$ cat src/rtl/arb_rr.sv
// Multi-channel request arbiter onto a single downstream memory port.
// Fixed-priority or round-robin selection, abandon on request drop, optional busy timeout.
module arb_rr #(
    parameter int NCH     = 2,
    parameter int AW      = 32,
    parameter int DW      = 32,
    parameter int MODE    = 1,
    parameter int TIMEOUT = 0,
    localparam int SW     = DW / 8,
    localparam int GW     = $clog2(NCH)
) (
    input  logic              clk,
    input  logic              rst,
    input  logic [NCH-1:0]    ch_valid,
    output logic [NCH-1:0]    ch_ready,
    input  logic [NCH*AW-1:0] ch_addr,
    input  logic [NCH*DW-1:0] ch_wdata,
    input  logic [NCH*SW-1:0] ch_wstrb,
    output logic [DW-1:0]     ch_rdata,
    output logic              mem_valid,
    input  logic              mem_ready,
    output logic [AW-1:0]     mem_addr,
    output logic [DW-1:0]     mem_wdata,
    output logic [SW-1:0]     mem_wstrb,
    input  logic [DW-1:0]     mem_rdata,
    output logic [GW-1:0]     grant,
    output logic              timeout
);

    localparam int CW = (TIMEOUT > 0) ? $clog2(TIMEOUT + 1) : 1;
    localparam logic [CW-1:0] TO_LAST = (TIMEOUT > 0) ? CW'(TIMEOUT - 1) : '0;
    localparam logic [GW:0]   NCH_W   = (GW + 1)'(NCH);

    typedef enum logic {IDLE, BUSY} state_t;

    state_t          state, state_nxt;
    logic [GW-1:0]   ptr, ptr_nxt, grant_nxt, ptr_adv;
    logic [GW-1:0]   base, offset, winner;
    logic [GW:0]     win_sum;
    logic [2*NCH-1:0] rot;
    logic [CW-1:0]   busy_cnt, cnt_nxt;
    logic            timeout_nxt, sel_valid, done;

    // Rotate requests so the search always starts at bit 0, then undo the rotation.
    always_comb begin
        base   = (MODE == 0) ? '0 : ptr;
        rot    = {ch_valid, ch_valid} >> base;
        offset = '0;
        for (int k = NCH - 1; k >= 0; k--) begin
            if (rot[k]) offset = GW'(k);
        end
        win_sum = {1'b0, base} + {1'b0, offset};
        if (win_sum >= NCH_W) win_sum = win_sum - NCH_W;
        winner = win_sum[GW-1:0];
    end

    always_comb begin
        sel_valid = 1'b0;
        mem_addr  = '0;
        mem_wdata = '0;
        mem_wstrb = '0;
        for (int i = 0; i < NCH; i++) begin
            if (grant == GW'(i)) begin
                sel_valid = ch_valid[i];
                mem_addr  = ch_addr[i*AW +: AW];
                mem_wdata = ch_wdata[i*DW +: DW];
                mem_wstrb = ch_wstrb[i*SW +: SW];
            end
        end
    end

    assign mem_valid = (state == BUSY) & sel_valid;
    assign done      = mem_valid & mem_ready;
    assign ch_rdata  = mem_rdata;
    assign ptr_adv   = (grant == GW'(NCH - 1)) ? '0 : grant + 1'b1;

    always_comb begin
        ch_ready = '0;
        for (int i = 0; i < NCH; i++) begin
            ch_ready[i] = done & (grant == GW'(i));
        end
    end

    always_comb begin
        state_nxt   = state;
        grant_nxt   = grant;
        ptr_nxt     = ptr;
        cnt_nxt     = busy_cnt;
        timeout_nxt = timeout;
        case (state)
            IDLE: begin
                if (|ch_valid) begin
                    state_nxt = BUSY;
                    grant_nxt = winner;
                    cnt_nxt   = '0;
                end
            end
            BUSY: begin
                if (!mem_ready && busy_cnt != '1) cnt_nxt = busy_cnt + 1'b1;
                if (!sel_valid) begin
                    state_nxt = IDLE;
                end else if (mem_ready) begin
                    state_nxt = IDLE;
                    if (MODE != 0) ptr_nxt = ptr_adv;
                end else if (TIMEOUT > 0 && busy_cnt == TO_LAST) begin
                    // this is the TIMEOUT-th cycle without mem_ready
                    state_nxt   = IDLE;
                    timeout_nxt = 1'b1;
                    if (MODE != 0) ptr_nxt = ptr_adv;
                end
            end
            default: state_nxt = IDLE;
        endcase
    end

    always_ff @(posedge clk or posedge rst) begin
        if (rst) begin
            state    <= IDLE;
            grant    <= '0;
            ptr      <= '0;
            busy_cnt <= '0;
            timeout  <= 1'b0;
        end else begin
            state    <= state_nxt;
            grant    <= grant_nxt;
            ptr      <= ptr_nxt;
            busy_cnt <= cnt_nxt;
            timeout  <= timeout_nxt;
        end
    end

endmodule

$ cat config.mk
export PLATFORM = sky130hd
export DESIGN_NAME = arb_rr
export DESIGN_NICKNAME = d
export VERILOG_FILES = /design/src/rtl/arb_rr.sv
export SDC_FILE = /design/constraint.sdc
export NUM_CORES = 1
export LEC_CHECK = 0
export ABC_AREA = 0
export CELL_PAD_IN_SITES_DETAIL_PLACEMENT = 1
export CELL_PAD_IN_SITES_GLOBAL_PLACEMENT = 1
export CORE_ASPECT_RATIO = 0.5
export CORE_UTILIZATION = 13
export DETAILED_ROUTE_END_ITERATION = 10
export PLACE_DENSITY = 0.95
export SYNTH_ARGS = -nofsm -noshare
export SYNTH_HDL_FRONTEND = slang
export SYNTH_SLANG_ARGS = --single-unit
$ cat constraint.sdc
create_clock -name clk -period 2.7 [get_ports clk]
set_clock_uncertainty 0.15 [all_clocks]
set_input_delay 0.675 -clock clk [delete_from_list [all_inputs] [get_ports clk]]
set_output_delay 0.675 -clock clk [all_outputs]
set_load 0.01 [all_outputs]
---- Word level (Yosys, flattened, before mapping) ----
Index checks and enable logic that the tools add are counted.
storage, ports and cells
  output and inout bits ................... 105
  input bits .............................. 173
  register bits after elaboration ......... 3
  word-level logic and storage cells ...... 29
operators by class
  reductions and logical operators ........ 3
  shift-type cells ........................ 1
  bitwise gates (word level) .............. 6
  add/subtract/negate cells ............... 3
  multiplexer cells ....................... 12
  order comparisons ....................... 1
operators with widths
  operator             number
  $mux 32              2
  $mux 1               8
  $and 1x1->1          4
  $mux 4               1
  $shr 4x1->2          1
  $reduce_and 3->1     1
  $add 1x1->2          1
  $ge 2x2->1 const B   1
  $not 1->1            2
  $pmux 1 s2           1
  $reduce_and 2->1     1
  $reduce_or 2->1      1
  $add 1x1->1 const B  1
  $sub 1x1->1 const B  1

---- Logic depth before layout (Yosys ltp) ----
  depth in word-level cells ............... 6
  depth in mapped cells ................... 4
  mapped depth without buffers ............ 2

---- Worst setup path before layout ----
OpenSTA, ideal clock, no wires.
  path type ............................... reg2out
  start ................................... register grant
  end ..................................... output port mem_addr[10]
  setup slack ............................. 0.823 ns
  arrival time ............................ 1.052 ns
  cell stages (with the launch flop) ...... 4
  data required time ...................... 1.875 ns
  cell sequence ........................... dfrtp_1 buf_6 buf_6 mux2_4
between the ends
  cells in the longest elaborated chain, start to end .. 1
ends and longest elaborated chain
  element                 RTL line  text
  from (decl)             26        output logic [GW-1:0] grant,
  from (signal assigned)  125       grant <= grant_nxt;
  $mux 32                 63        if (grant == GW'(i)) begin
  to (decl)               22        output logic [AW-1:0] mem_addr,
No other way between the ends.

---- Final worst setup path ----
  start ................................... input port ch_addr[5]
  end ..................................... output port mem_addr[5]
between the ends
  cells in the longest elaborated chain, start to end .. 1
ends and longest elaborated chain
  element      RTL line  text
  from (decl)  16        input logic [NCH*AW-1:0] ch_addr,
  $mux 32      63
No other way between the ends.

==> impl_metrics.tcl <==
set metrics [dict create \
    synthCells 130 \
    cp_max_fo 1 \
    worstSetupEndpointType "output port" \
    ant_nets 0 \
    rsz0062_at_grt "no" \
    yosysSeqAreaShare_pct 5.19 \
    vias_per_cell 3.63 \
    grt_usage_pct 13.0 \
    syn_nets 303 \
    hold_viol 0 \
    drt_iter0_drc 35 \
    dpl_cell_area_um2 3490 \
    power_density_nw_per_um2 536 \
    status "complete, no violations" \
    period_share_pct 99.1 \
    cts_root_buf "clkbuf_16" \
    firstDrtPassIters 4 \
    antenna_found_initial 0 \
    diodes 0 \
    final_common_cell "clkdlybuf4s50_1" \
    drc 0 \
    drive_gt1_share_pct 25.1 \
    cts_tree "done" \
    path_clk_slew_ns 0.03 \
    port_buffers 212 \
    cts-htree-levels 1 \
    ys_seq_elements 3 \
    hpwlAfterDp_mm 6.93 \
    area_growth_pct 150 \
    coreArea_um2 10500 \
    grt-ovfl-total 0 \
    syn-cell-area_um2 1450 \
    hold_buffers 0 \
    arrival_ns 1.85 \
    clock-sinks 3 \
    ys_types 18 \
    min_path_type "reg2reg" \
    layout_common_cells "clkdlybuf4s50_1, mux2_4, mux2_2" \
    wl_per_cell_um 17.4 \
    fmax_mhz 374 \
    synth_warnings 0 \
    path_class "in2out" \
    clock_latency_ns 0.22 \
    die_h_um 76.6 \
    hold_ws_ns 0.406 \
    syn_area_per_cell_um2 11.1 \
    ir_drop_mv 0.194 \
    routabilityCongestion 0.743 \
    design.die.area_um2 11600 \
    rows 26 \
    fp.dieW_um 151 \
    final_core_util_pct 34.4 \
    grt_pass1_wl_mm 11.2 \
    slew_violations 0 \
    start_kind "input port" \
    start_util_pct 13.8 \
    wirelength_mm 7.85 \
    pin_count 278 \
    drv_cap 0 \
    nets 485 \
    p_total_w 0.00193 \
    finalSetupViolations 0 \
    numCtsBuffers 3 \
    min_period_ns 2.68 \
    clock_path_buffers 2 \
    crit_required_ns 1.88 \
    total_leakage_power_nw 1.60 \
    final_area_um2 3610 \
    grt_max_degree 23 \
    grt_pass1_vias 1924 \
    vias 1635 \
]
## state kept, by name (all words and copies together), names as in the netlist
name and flops:
base 1, grant 1, state 1
## per-stage QoR
step	worst slack, ns	setup TNS, ns	cells
6_report	0.0238	0	451
5_1_grt	0.000388	0	451
4_1_cts	0.000750	0	451
3_5_place_dp	-0.183	-0.532	445
3_3_place_gp	-0.164	-0.421	445
2_1_floorplan	0.823	0	130
## kinds of logic after synthesis
kind of cell	Yosys count	share of synthesized area, %
compound gates	6	3.20
buf+inv	42	22.8
flops	3	5.19
mux	68	64.9
other cells	1	0.259
simple gates	10	3.72
## routing by layer
layer | vias up | GRT usage (%) | wire, um
met4 | 0 | 1.90 | 34
met5 | - | 0 | 0
li1 | 787 | - | -
met3 | 2 | 2.87 | 348
met1 | 805 | 13.2 | 2940
met2 | 41 | 26.7 | 4530
## final timing paths
path,startpoint,end,slack [ns],cells past startpoint
worst min register to register,base$_DFFE_PP0P_,grant$_DFFE_PP0P_,0.41,2
worst max-delay path,ch_addr[5],mem_addr[5],0.02,3
worst min-delay path,base$_DFFE_PP0P_,grant$_DFFE_PP0P_,0.41,2
min in group asynchronous,rst,grant$_DFFE_PP0P_,0.48,2
worst max register to register,grant$_DFFE_PP0P_,base$_DFFE_PP0P_,1.39,3
max in group asynchronous,rst,grant$_DFFE_PP0P_,1.76,2
## worst max-delay path, stage by stage
cell             delay, ns
clkdlybuf4s50_1       0.40
mux2_4                0.26
clkdlybuf4s50_1       0.51
## Yosys cell counts
cell       number  area (um2)
a21boi_1        2        15.0
a2bb2oi_1       2        17.5
buf_2           2        10.0
nand2_1         3        11.3
dfrtp_1         3        75.1
nor2_1          1        3.75
nand2b_1        1        6.26
conb_1          1        3.75
buf_6           6        67.6
buf_4          33         248
and4_1          1        8.76
nor3_1          1        5.00
mux2_4         46         691
mux2_2         22         248
o21bai_1        1        7.51
a31oi_1         1        6.26
inv_1           1        3.75
nor2b_1         3        18.8
## where the power goes
group	total, W	internal, W	switching, W
clock network	0.000234	0.000195	0.0000394
registers	0.0000905	0.0000629	0.0000277
logic	0.00161	0.00104	0.000570
total	0.00193	0.00130	0.000637
## cell type report
| class | count | area, um2 |
|---|---|---|
| clock buffers | 4 | 78.8 |
| fillers | 1163 | 6900 |
| inverters | 1 | 3.75 |
| multi-input cells | 85 | 1040 |
| flip-flops and latches | 3 | 78.8 |
| well taps | 140 | 175 |
| repair buffers | 218 | 2230 |
## timing repair
item,CTS,global route
resized for setup,8,15
setup buffers,2,0
endpoints found under the setup margin,61,15
(Power assumes the default switching activity.)
